`config.mk`:
```
export PLATFORM = sky130hd
export DESIGN_NAME = hazard_stall_controller
export DESIGN_NICKNAME = d
export VERILOG_FILES = /design/src/rtl/hazard_stall_controller_pkg.sv /design/src/rtl/hazard_stall_controller_raw_detect.sv /design/src/rtl/hazard_stall_controller.sv
export SDC_FILE = /design/constraint.sdc
export NUM_CORES = 1
export LEC_CHECK = 0
export CAP_MARGIN = 20
export CELL_PAD_IN_SITES_DETAIL_PLACEMENT = 0
export CELL_PAD_IN_SITES_GLOBAL_PLACEMENT = 1
export CORE_MARGIN = 2
export CORE_UTILIZATION = 24
export DETAILED_ROUTE_END_ITERATION = 10
export HOLD_SLACK_MARGIN = 0.15
export PLACE_DENSITY_LB_ADDON = 0.1
export SLEW_MARGIN = 0
export SYNTH_ARGS = -nofsm -noshare
export SYNTH_HDL_FRONTEND = slang
export SYNTH_HIERARCHICAL = 1
export SYNTH_SLANG_ARGS = --single-unit
```
`constraint.sdc`:
```
create_clock -name clk -period 2.44 [get_ports clk]
set_clock_uncertainty 0.15 [all_clocks]
set_input_delay 0.488 -clock clk [delete_from_list [all_inputs] [get_ports clk]]
set_output_delay 0.488 -clock clk [all_outputs]
set_load 0.02 [all_outputs]
```
`src/rtl/hazard_stall_controller_pkg.sv`:
```
// Shared types and constants for the pipeline hazard/stall controller.
// State encoding, register-address width and the hard-wired zero register.
package hazard_stall_controller_pkg;

    localparam int REG_ADDR_W = 5;
    localparam logic [REG_ADDR_W-1:0] REG_ZERO = '0;

    typedef enum logic [1:0] {
        RUN        = 2'd0,
        LOAD_STALL = 2'd1,
        MULTI_BUSY = 2'd2
    } hazard_state_t;

    // A destination only creates a dependency when it is not the zero register.
    function automatic logic is_real_dest(input logic [REG_ADDR_W-1:0] rd);
        return rd != REG_ZERO;
    endfunction

endpackage

```
`src/rtl/hazard_stall_controller_raw_detect.sv`:
```
// Combinational load-use RAW detector: flags an ID instruction that reads the
// register a load currently in EX is about to write.
module hazard_raw_detect
    import hazard_stall_controller_pkg::*;
(
    input  logic [REG_ADDR_W-1:0] id_rs1_address,
    input  logic [REG_ADDR_W-1:0] id_rs2_address,
    input  logic                  id_rs1_used,
    input  logic                  id_rs2_used,
    input  logic [REG_ADDR_W-1:0] ex_rd_address,
    input  logic                  ex_reg_wr_en,
    input  logic                  ex_is_load,
    output logic                  load_use
);

    // Match either used source operand against a live load destination.
    always_comb begin
        load_use = ex_is_load & ex_reg_wr_en & is_real_dest(ex_rd_address) &
                   ((id_rs1_used & (id_rs1_address == ex_rd_address)) |
                    (id_rs2_used & (id_rs2_address == ex_rd_address)));
    end

endmodule

```
`src/rtl/hazard_stall_controller.sv`:
```
// Pipeline hazard/stall controller: drives PC, IF/ID, ID/EX and EX/MEM
// write-enable and bubble/flush controls for load-use stalls, multi-cycle EX
// operations and taken branches resolved in EX.
// Optional build macro HAZARD_PERF_EN adds stall and flush event counters.
module hazard_stall_controller
    import hazard_stall_controller_pkg::*;
#(
    parameter int LOAD_LAT  = 1,
    parameter int MULTI_LAT = 4
) (
    input  logic                  clk,
    input  logic                  reset,
    input  logic [REG_ADDR_W-1:0] id_rs1_address,
    input  logic [REG_ADDR_W-1:0] id_rs2_address,
    input  logic                  id_rs1_used,
    input  logic                  id_rs2_used,
    input  logic [REG_ADDR_W-1:0] ex_rd_address,
    input  logic                  ex_reg_wr_en,
    input  logic                  ex_is_load,
    input  logic                  ex_multi_start,
    input  logic                  ex_branch_taken,
    output logic                  pc_wr_en,
    output logic                  if_id_wr_en,
    output logic                  if_id_flush,
    output logic                  id_ex_wr_en,
    output logic                  id_ex_bubble,
    output logic                  ex_mem_bubble,
`ifdef HAZARD_PERF_EN
    output logic [31:0]           stall_cycle_count,
    output logic [31:0]           flush_count,
`endif
    output logic                  busy
);

    localparam logic [3:0] LOAD_INIT  = (LOAD_LAT > 1) ? 4'(LOAD_LAT - 2) : 4'd0;
    localparam logic [3:0] MULTI_INIT = 4'(MULTI_LAT - 2);

    hazard_state_t state_q, state_d;
    logic [3:0]    cnt_q, cnt_d;
    logic          load_use;
    logic          run_eval;
    logic          pc_wr_en_c, if_id_wr_en_c, if_id_flush_c;
    logic          id_ex_wr_en_c, id_ex_bubble_c, ex_mem_bubble_c;

    hazard_raw_detect u_raw_detect (
        .id_rs1_address (id_rs1_address),
        .id_rs2_address (id_rs2_address),
        .id_rs1_used    (id_rs1_used),
        .id_rs2_used    (id_rs2_used),
        .ex_rd_address  (ex_rd_address),
        .ex_reg_wr_en   (ex_reg_wr_en),
        .ex_is_load     (ex_is_load),
        .load_use       (load_use)
    );

    // Next-state and raw control decode; the final MULTI_BUSY cycle reuses the RUN priority chain.
    always_comb begin
        state_d         = state_q;
        cnt_d           = cnt_q;
        run_eval        = 1'b0;
        pc_wr_en_c      = 1'b1;
        if_id_wr_en_c   = 1'b1;
        if_id_flush_c   = 1'b0;
        id_ex_wr_en_c   = 1'b1;
        id_ex_bubble_c  = 1'b0;
        ex_mem_bubble_c = 1'b0;
        case (state_q)
            RUN: run_eval = 1'b1;
            LOAD_STALL: begin
                pc_wr_en_c     = 1'b0;
                if_id_wr_en_c  = 1'b0;
                id_ex_bubble_c = 1'b1;
                if (cnt_q == 4'd0) state_d = RUN;
                else               cnt_d   = cnt_q - 4'd1;
            end
            MULTI_BUSY: begin
                if (cnt_q == 4'd0) begin
                    run_eval = 1'b1;
                end else begin
                    pc_wr_en_c      = 1'b0;
                    if_id_wr_en_c   = 1'b0;
                    id_ex_wr_en_c   = 1'b0;
                    ex_mem_bubble_c = 1'b1;
                    cnt_d           = cnt_q - 4'd1;
                end
            end
            default: state_d = RUN;
        endcase
        if (run_eval) begin
            state_d = RUN;
            if (ex_branch_taken) begin
                if_id_flush_c  = 1'b1;
                id_ex_bubble_c = 1'b1;
            end else if (ex_multi_start) begin
                pc_wr_en_c      = 1'b0;
                if_id_wr_en_c   = 1'b0;
                id_ex_wr_en_c   = 1'b0;
                ex_mem_bubble_c = 1'b1;
                state_d         = MULTI_BUSY;
                cnt_d           = MULTI_INIT;
            end else if (load_use) begin
                pc_wr_en_c     = 1'b0;
                if_id_wr_en_c  = 1'b0;
                id_ex_bubble_c = 1'b1;
                if (LOAD_LAT > 1) begin
                    state_d = LOAD_STALL;
                    cnt_d   = LOAD_INIT;
                end
            end
        end
    end

    // Reset forces every pipeline register to hold and load bubbles, independent of the clock.
    always_comb begin
        if (reset) begin
            pc_wr_en      = 1'b0;
            if_id_wr_en   = 1'b0;
            if_id_flush   = 1'b1;
            id_ex_wr_en   = 1'b0;
            id_ex_bubble  = 1'b1;
            ex_mem_bubble = 1'b1;
            busy          = 1'b0;
        end else begin
            pc_wr_en      = pc_wr_en_c;
            if_id_wr_en   = if_id_wr_en_c;
            if_id_flush   = if_id_flush_c;
            id_ex_wr_en   = id_ex_wr_en_c;
            id_ex_bubble  = id_ex_bubble_c;
            ex_mem_bubble = ex_mem_bubble_c;
            busy          = (state_q != RUN);
        end
    end

    // State and stall counter registers.
    always_ff @(posedge clk or posedge reset) begin
        if (reset) begin
            state_q <= RUN;
            cnt_q   <= 4'd0;
        end else begin
            state_q <= state_d;
            cnt_q   <= cnt_d;
        end
    end

`ifdef HAZARD_PERF_EN
    logic [31:0] stall_cycle_count_q, stall_cycle_count_d;
    logic [31:0] flush_count_q, flush_count_d;

    // Count frozen-PC cycles and IF/ID flush cycles; both wrap naturally.
    always_comb begin
        stall_cycle_count_d = stall_cycle_count_q + {31'd0, ~pc_wr_en};
        flush_count_d       = flush_count_q + {31'd0, if_id_flush};
    end

    // Performance counter registers, cleared by reset.
    always_ff @(posedge clk or posedge reset) begin
        if (reset) begin
            stall_cycle_count_q <= 32'd0;
            flush_count_q       <= 32'd0;
        end else begin
            stall_cycle_count_q <= stall_cycle_count_d;
            flush_count_q       <= flush_count_d;
        end
    end

    assign stall_cycle_count = stall_cycle_count_q;
    assign flush_count       = flush_count_q;
`endif

endmodule
```
======== Word level (Yosys, flattened, before mapping) ========
Cells that the tools add are included.
operators by class
  equal/unequal tests ..................... 6
  bitwise operators ....................... 6
  mux-type cells .......................... 39
  reductions and logical operators ........ 7
  add/sub/neg operators ................... 1
operator list
  cell                 number
  $mux 1               27
  $mux 4               5
  $eq 5x5->1           2
  $mux 2               4
  $and 1x1->1          5
  $reduce_bool 5->1    1
  $logic_not 4->1      1
  $pmux 1 s2           2
  $pmux 2 s2           1
  $reduce_or 2->1      2
  $sub 4x1->4 const B  1
  $ne 3x3->1 const B   1
  $eq 2x1->1 const B   1
  $eq 2x2->1 const B   1
  $logic_not 2->1      1
  $ne 2x1->1 const B   1
  $reduce_and 2->1     1
  $reduce_bool 2->1    1
  $or 1x1->1           1
storage, ports and cells
  input bits .............................. 23
  output and inout bits ................... 7
  register bits after elaboration ......... 6
  logic and storage cells ................. 61

======== Depth between registers and ports, before layout ========
Gate-level depths: netlist of run 1.
  depth after elaboration ................. 9
  mapped depth ............................ 8
  depth with buffers taken out ............ 7

======== Cells and area by module ========
Netlist of run 1, hierarchy kept.
modules (own cells, without submodules)
  module                   sequential area each (µm²)  times used  area an instance (µm²)  cells an instance
  hazard_stall_controller  125.1                       1           347.8                   39
  hazard_raw_detect        0.0                         1           135.1                   17

======== Worst setup path after synthesis of run 1 ========
Ideal clock, no wire load.
  kind .................................... input to output
  start ................................... input ex_rd_address[3]
  end ..................................... output pc_wr_en
  path buffers ............................ 1
  path slack .............................. -0.066 ns
  data arrival time ....................... 1.868 ns
  stages on the path ...................... 7
  data required time ...................... 1.802 ns
  cell sequence ........................... or4_1 o211ai_2 a21oi_1 nor2_1 nor2_1 nor3_2 buf_4
between the ends
  longest elaborated chain between the ends .. 9
  elaborated cells on any way between the ends .. 13
  classes of those cells .................. eq/ne (2); mux (5); bitwise (5); reduce/logical (1)
ends and longest elaborated chain
  what                                   RTL line                                                                            source
  start: declaration                     hazard_stall_controller.sv:17                                                       input logic [REG_ADDR_W-1:0] ex_rd_address,
  $eq 5x5->1, on equally long branches   hazard_stall_controller_raw_detect.sv:19, hazard_stall_controller_raw_detect.sv:20
  $and 1x1->1, on equally long branches  hazard_stall_controller_raw_detect.sv:19, hazard_stall_controller_raw_detect.sv:20
  $or 1x1->1                             hazard_stall_controller_raw_detect.sv:19                                            ((id_rs1_used & (id_rs1_address == ex_rd_address)) |
  $and 1x1->1 (*)                        hazard_stall_controller_raw_detect.sv:18                                            load_use = ex_is_load & ex_reg_wr_en & is_real_dest(ex_rd_address) &
  net load_use                           hazard_stall_controller.sv:40                                                       logic load_use;
  $mux 1 (*) (5 in series)               --
  end: declaration                       hazard_stall_controller.sv:22                                                       output logic pc_wr_en,
The timed path passes the listed nets; every way through them passes the cells marked *.

======== Final worst setup path of run 1 ========
  start ................................... input ex_rd_address[4]
  end ..................................... output pc_wr_en
between the ends
  longest elaborated chain between the ends .. 9
  elaborated cells on any way between the ends .. 13
  classes of those cells .................. eq/ne (2); mux (5); bitwise (5); reduce/logical (1)
ends and longest elaborated chain
  what                                   RTL line                                                                            source
  $eq 5x5->1, on equally long branches   hazard_stall_controller_raw_detect.sv:19, hazard_stall_controller_raw_detect.sv:20
  $and 1x1->1, on equally long branches  hazard_stall_controller_raw_detect.sv:19, hazard_stall_controller_raw_detect.sv:20
  $or 1x1->1                             hazard_stall_controller_raw_detect.sv:19
  $and 1x1->1 (*)                        hazard_stall_controller_raw_detect.sv:18
  net load_use                           hazard_stall_controller.sv:40
  $mux 1 (*)                             hazard_stall_controller.sv:101                                                      end else if (load_use) begin
  $mux 1 (*)                             hazard_stall_controller.sv:94                                                       end else if (ex_multi_start) begin
  $mux 1 (*)                             hazard_stall_controller.sv:91                                                       if (ex_branch_taken) begin
  $mux 1 (*)                             hazard_stall_controller.sv:89                                                       if (run_eval) begin
  $mux 1 (*)                             hazard_stall_controller.sv:115                                                      if (reset) begin
Marked as above.

==> results.toml, run 1 <==
[worst_setup_path]
start_kind = "primary input"
required_ns = 1.80
crit_fanout = 2
worstSetupStartpoint = "ex_rd_address[4]"
worstPathArrival_ns = 1.80
cp-end-kind = "primary output"
r2r-start = "cnt_q[0]"
path_class = "in2out"
r2r_cells = 6

[final_layout]
antenna_cells = 0
fin_util_pct = 47.3
fin_area_um2 = 908
fill_cells = 202
nNetsFinal = 123
multiInputGateArea_um2 = 379
drive_above_1_share_pct = 39.8
areaGrowthSynthToFinish_pct = 88.1
fin_cells = 125
regArea_um2 = 125

[sta]
setup_viol = 0
report.final.slew_viol_count = 0
timing.hold.ws_ns = 0.348
maxSlewHeadroom_pct = 81.9
fmax_mhz = 410
hold_violations = 0
finalCriticalPeriod_ns = 2.44
worst_pin_slew_ns = 0.272
rsz0062_at_grt = "yes"
period_share_pct = 99.9

[routing]
drc = 0
post_drt_via_cell_ratio = 4.22
ant_nets = 0
drtIter0Drc = 3
wl_um = 1390
wl_per_cell_um = 11.1
vias = 528
firstDrtPassIters = 4

[pwr]
clkPwrFrac_pct = 13.0
peakVddDrop_mv = 0.630
combPwrFrac_pct = 63.5
power_frac_seq_pct = 23.5
internal_power_mw = 0.427
power.switching_mw = 0.287
finalPower_mw = 0.714
p_leak_nw = 0.405
powerDensity_nw_per_um2 = 786
swShare_pct = 40.2

[floorplan]
die_h_um = 48.9
die-width_um = 48.9
fp.dieArea_um2 = 2390
io_pins = 30
core_region_area_um2 = 1920
rows = 16
start_util_pct = 25.1

[synth]
synth_ff_type = "dfrtp_1"
synth_top_area_cell = "dfrtp_1"
synth_mux_area_share_pct = 4.15
synth_compound_area_share_pct = 16.8
synth_cell_types = 26
synth_area_um2 = 483
synthArstFlopShare_pct = 100
yosys_warnings = 6
synth_common_cells = "xor2_1 (8), nand2_1 (6), dfrtp_1 (5), inv_1 (4)"
syn_area_per_cell_um2 = 8.62
synth_simple_gate_area_share_pct = 27.7
synth-seq-area-share_pct = 25.9
ys_top_cells_by_area = "dfrtp_1 (26%), xor2_1 (15%), nand2_1 (4.7%)"
synth_cells = 56
post-synth-top-count-cell = "xor2_1"
yosys_register_bits = 5
synth_edf_count = 0
synth_top_family_by_area = "simple AND/OR/NAND/NOR gates"
synth_top_area_share_pct = 25.9
synth-adder-area-share_pct = 2.59
syn_nets = 80
synth-xor-area-share_pct = 18.1

[clock_tree]
numCtsBuffers = 3
root_buffer = "clkbuf_4"
cts_tree = "yes"
clk_path_buf_depth = 2
clk_pin_slew_ns = 0.04
clock-sinks = 5
htree_levels = 1
insertion_delay_ns = 0.24

[placement]
place_inst = 120
place_hpwl_um = 1130
port_buffers = 29
gp_congestion = 0.677
placed_cell_area_um2 = 873

[global_route]
antenna_found_initial = 0
grt.total_usage_pct = 13.0
grt-ovfl-total = 0
first_global_vias = 556
grt_pass1_wl_um = 2480
grt_max_degree = 9

[job]
cap_violations = 0

[min_path]
holdCritPathClass = "in2async"

[run_status]
status = "completed"
[placed cells by master (no fill, tap or decap)]
| cell | count |
|---|---|
| a21o_1 | 1 |
| a21oi_1 | 1 |
| a21oi_2 | 1 |
| buf_2 | 5 |
| buf_4 | 10 |
| buf_6 | 4 |
| buf_8 | 1 |
| clkbuf_1 | 1 |
| clkbuf_2 | 3 |
| clkbuf_4 | 3 |
| clkdlybuf4s15_1 | 2 |
| clkdlybuf4s50_1 | 9 |
| dfrtp_1 | 5 |
| dlygate4sd2_1 | 5 |
| ha_1 | 1 |
| inv_1 | 4 |
| mux2i_1 | 2 |
| nand2_1 | 6 |
| nand2b_1 | 1 |
| nand2b_4 | 1 |
| nand3_1 | 3 |
| nor2_1 | 2 |
| nor2_2 | 1 |
| nor2b_1 | 2 |
| nor3_1 | 1 |
| nor3_2 | 1 |
| nor3_4 | 1 |
| nor3b_1 | 1 |
| nor4_2 | 2 |
| o211ai_1 | 1 |
| o211ai_2 | 1 |
| o21a_2 | 1 |
| o21ai_1 | 2 |
| o21ai_4 | 1 |
| o221ai_1 | 1 |
| or4_4 | 1 |
| xnor2_1 | 2 |
| xor2_1 | 6 |
| xor2_2 | 2 |
[area by class of cell]
| class | count | area share [%] |
|---|---|---|
| flip-flops and latches | 5 | 13.8 |
| multi-input cells | 46 | 41.7 |
| inverters | 4 | 1.65 |
| repair buffers | 39 | 36.2 |
| well taps | 27 | 3.72 |
| clock buffers | 4 | 2.89 |
[worst paths after layout]
check | end | slack (ns)
worst max-delay path | pc_wr_en | 0.002
worst min-delay path | state_q[1] | 0.35
worst max register to register | cnt_q[0] | 0.98
worst min register to register | cnt_q[0] | 0.40
max in group asynchronous | cnt_q[0] | 1.68
min in group clk | cnt_q[0] | 0.40
[critical path, stage by stage]
cell and delay (ns):
buf_8 0.10, or4_4 0.53, o211ai_2 0.16, a21oi_2 0.06, nor2_1 0.11, nor2_2 0.06
nor3_4 0.15, buf_6 0.15
[cells by family (layout without fill, tap and decap cells)]
logic type,count (synthesis),after routing
AND/OR/NAND/NOR,23,23
buffers and inverters,5,47
XOR/XNOR,10,10
multiplexers,2,2
flip-flops,5,5
adder cells (fa/ha/maj),1,1
AO/OA/AOI/OAI,10,10
[flip-flops by register name (all words and copies together) (netlist names)]
name / cells
cnt_q: 4
state_q: 1
[power groups by stage]
stage | registers [mW] | clock network, mW | logic (mW)
floorplan | 0.166 | 0 | 0.267
detailed placement | 0.169 | 0 | 0.465
global route | 0.174 | 0.101 | 0.507
CTS | 0.168 | 0.0957 | 0.455
global placement | 0.168 | 0 | 0.467
finish | 0.168 | 0.0929 | 0.453
[layer usage]
metal  up-vias  part of all wire (%)  wire [um]  GRT usage, %
li1        278                     -          -             -
met1       228                    45        621          17.1
met2        22                    49        683          21.9
met3         0                   6.3         88          3.68
met4         0                     0          0          1.43
met5         -                     0          0             0
[timing repair]
item	CTS	global route
setup endpoints to repair	6	3
hold buffers	0	0
resized for setup	65	11
pin swaps	16	16
buffers inserted	1	0
cloned	0	0
[metrics by stage]
step	setup slack [ns]	setup TNS, ns
floorplan	0.0212	0
global placement	-0.886	-2.82
detailed placement	-0.842	-2.69
CTS	-0.0824	-0.164
global route	-0.0876	-0.201
finish	0.00156	0
No activity file was read; power rests on OpenSTA's default activity.
==> run 2, diff against run 1 <==
--- a/config.mk
+++ b/config.mk
@@ -9,12 +9,11 @@
 export CELL_PAD_IN_SITES_DETAIL_PLACEMENT = 0
 export CELL_PAD_IN_SITES_GLOBAL_PLACEMENT = 1
 export CORE_MARGIN = 2
-export CORE_UTILIZATION = 24
+export CORE_UTILIZATION = 23
 export DETAILED_ROUTE_END_ITERATION = 10
 export HOLD_SLACK_MARGIN = 0.15
 export PLACE_DENSITY_LB_ADDON = 0.1
 export SLEW_MARGIN = 0
 export SYNTH_ARGS = -nofsm -noshare
 export SYNTH_HDL_FRONTEND = slang
-export SYNTH_HIERARCHICAL = 1
 export SYNTH_SLANG_ARGS = --single-unit
==> run 2 against run 1 <==
Effect of this change:
- clock power increased by 0.6%
- worst setup slack improved by 0.077 ns
- final cell count decreased by 1.6%
- design area increased by 2.5%
- routed wire length decreased by 1.3%
==> results.toml, run 2 <==
[run_status]
status = "completed"

[clock_tree]
numCtsBuffers = 3
root_buffer = "clkbuf_4"
htree_levels = 1
clk_path_buf_depth = 2
clock-sinks = 5
clk_pin_slew_ns = 0.04
post_cts_buffers = 0
insertion_delay_ns = 0.24
cts_tree = "yes"

[sta]
hold_violations = 0
report.final.slew_viol_count = 0
fmax_mhz = 423
worst_pin_slew_ns = 0.304
setup_viol = 0
finalCriticalPeriod_ns = 2.36
period_share_pct = 96.8
maxSlewHeadroom_pct = 79.8
rsz0062_at_grt = "no"
timing.hold.ws_ns = 0.419

[floorplan]
start_util_pct = 25.0
die-width_um = 47.8
fp.dieArea_um2 = 2280
die_h_um = 47.8
io_pins = 30
rows = 15
core_region_area_um2 = 1760

[placement]
gp_congestion = 0.693
placed_cell_area_um2 = 880
port_buffers = 29
place_hpwl_um = 1180

[job]
cap_violations = 0

[synth]
synth_top_area_cell = "dfrtp_1"
synth_top_area_share_pct = 28.4
synth_cells = 52
synthArstFlopShare_pct = 100
synth_ff_type = "dfrtp_1"
synth_cell_types = 21
synth-seq-area-share_pct = 28.4
yosys_warnings = 0
post-synth-top-count-cell = "xnor2_1"
syn_nets = 76
synth_common_cells = "xnor2_1 (10), nand2_1 (7), inv_1 (6), dfrtp_1 (5), o21ai_0 (4)"
syn_area_per_cell_um2 = 8.47
ys_top_cells_by_area = "dfrtp_1 (28%), xnor2_1 (20%), nand2_1 (6.0%)"
synth_edf_count = 0
synth_area_um2 = 440
yosys_register_bits = 5

[routing]
wl_per_cell_um = 11.2
wl_um = 1370
vias = 565
post_drt_via_cell_ratio = 4.59
ant_nets = 0
drtIter0Drc = 1
drc = 0
firstDrtPassIters = 4

[worst_setup_path]
required_ns = 1.80
crit_fanout = 2
worstPathCellList = "clkdlybuf4s15_1, or3_1, o311a_1, a41o_1, buf_6"
path_buf_inv = 2
path_class = "in2out"
cp-end-kind = "primary output"
slowest_stage = "or3_1"
max_stage_delay_ns = 0.37
critPathTopFamily = "compound AO/OA/AOI/OAI gates"
start_kind = "primary input"
worstPathArrival_ns = 1.72

[final_layout]
areaGrowthSynthToFinish_pct = 111
antenna_cells = 0
regMostFlops = "cnt_q"
reg_top3 = "cnt_q x4, state_q x1"
drive_above_1_share_pct = 26.5
fill_cells = 192
layout_common_cells = "buf_4 (14), xnor2_1 (10), clkdlybuf4s50_1 (9), dlymetal6s2s_1 (9), nand2_1 (7)"
fin_area_um2 = 931
nNetsFinal = 123
largest_reg_flops = 4
fin_util_pct = 52.8
final_common_cell = "buf_4"

[global_route]
grt_pass1_wl_um = 2280
grt.total_usage_pct = 14.6
antenna_found_initial = 0
grt_max_degree = 8
grt-ovfl-total = 0
first_global_vias = 598

[pwr]
peakVddDrop_mv = 0.507
powerDensity_nw_per_um2 = 787
p_leak_nw = 0.474

[min_path]
holdCritPathClass = "reg2reg"
-- run 2: cell types whose count changed in the layout (fill, tap and decap cells not counted), sizes merged, moves of 3 or more --
cell	change
clkbuf	-3
nor2	-3
xnor2	+8
xor2	-8
dlymetal6s2s	+9
-- run 2: path summary, 6_finish.rpt --
path | slack, ns | to | cells past startpoint | from
max | 0.08 | id_ex_bubble | 5 | ex_rd_address[3]
min | 0.42 | cnt_q[0] | 2 | cnt_q[0]
max reg2reg | 0.82 | cnt_q[3] | 7 | cnt_q[0]
min reg2reg | 0.42 | cnt_q[0] | 2 | cnt_q[0]
max in group asynchronous | 1.57 | cnt_q[1] | 3 | reset
min in group asynchronous | 0.46 | cnt_q[3] | 3 | reset
-- run 2: timing repair --
| action | CTS | global route |
|---|---|---|
| setup endpoints to repair | 6 | 6 |
| hold buffers | 0 | 0 |
| pin swaps | 5 | 15 |
| resized for setup | 32 | 11 |
-- run 2: layout make-up --
class | count | area [um2] | share of cell area (%)
clock buffer | 4 | 26.3 | 2.82
inverter | 6 | 22.5 | 2.42
multi-input combinational | 40 | 314 | 33.7
sequential | 5 | 125 | 13.4
tap | 25 | 31.3 | 3.36
timing repair buffer | 43 | 412 | 44.2
-- run 2: where the power goes --
part / leakage [nW] / total, mW / internal [mW] / switching (mW)
logic: 0.398 / 0.475 / 0.253 / 0.222
clock network: 0.0150 / 0.0935 / 0.0617 / 0.0318
registers: 0.0618 / 0.163 / 0.124 / 0.0391
total: 0.474 / 0.732 / 0.439 / 0.293
-- run 2: logic make-up (layout without fill, tap and decap cells) --
| logic type | Yosys count | after routing | synth area share [%] |
|---|---|---|---|
| AOI/OAI and AO/OA | 12 | 12 | 21.9 |
| adders and majority gates | 1 | 1 | 2.84 |
| muxes | 1 | 1 | 2.27 |
| xor gates and xnor gates | 10 | 10 | 19.9 |
| DFF | 5 | 5 | 28.4 |
| and+or+nand+nor | 16 | 16 | 17.9 |
| buffers and inverters | 7 | 53 | 6.82 |
-- run 2: through the flow --
stage	worst slack (ns)	cells	power, mW	TNS (ns)
after floorplan	0.0515	52	0.411	0
after global placement	-0.632	119	0.642	-1.99
after detailed placement	-0.647	119	0.649	-2.07
after CTS	0.00448	123	0.748	0
after global routing	0.00265	123	0.799	0
final	0.0787	123	0.732	0
-- run 2: per-layer routing --
layer  GRT usage (%)  share of wire [%]  wire length, um
met2            24.3                 46              628
met5               0                  0                0
met1            15.2                 39              540
met3            6.79                 14              188
met4            8.11                1.2               17
-- run 2: worst register-to-register path: cells and delay by family (launching register included) --
kind	cells	cell delay, ns
flip-flops	1	0.37
AO/OA/AOI/OAI	3	0.49
adder cells (fa/ha/maj)	1	0.17
buffers and inverters	3	0.33
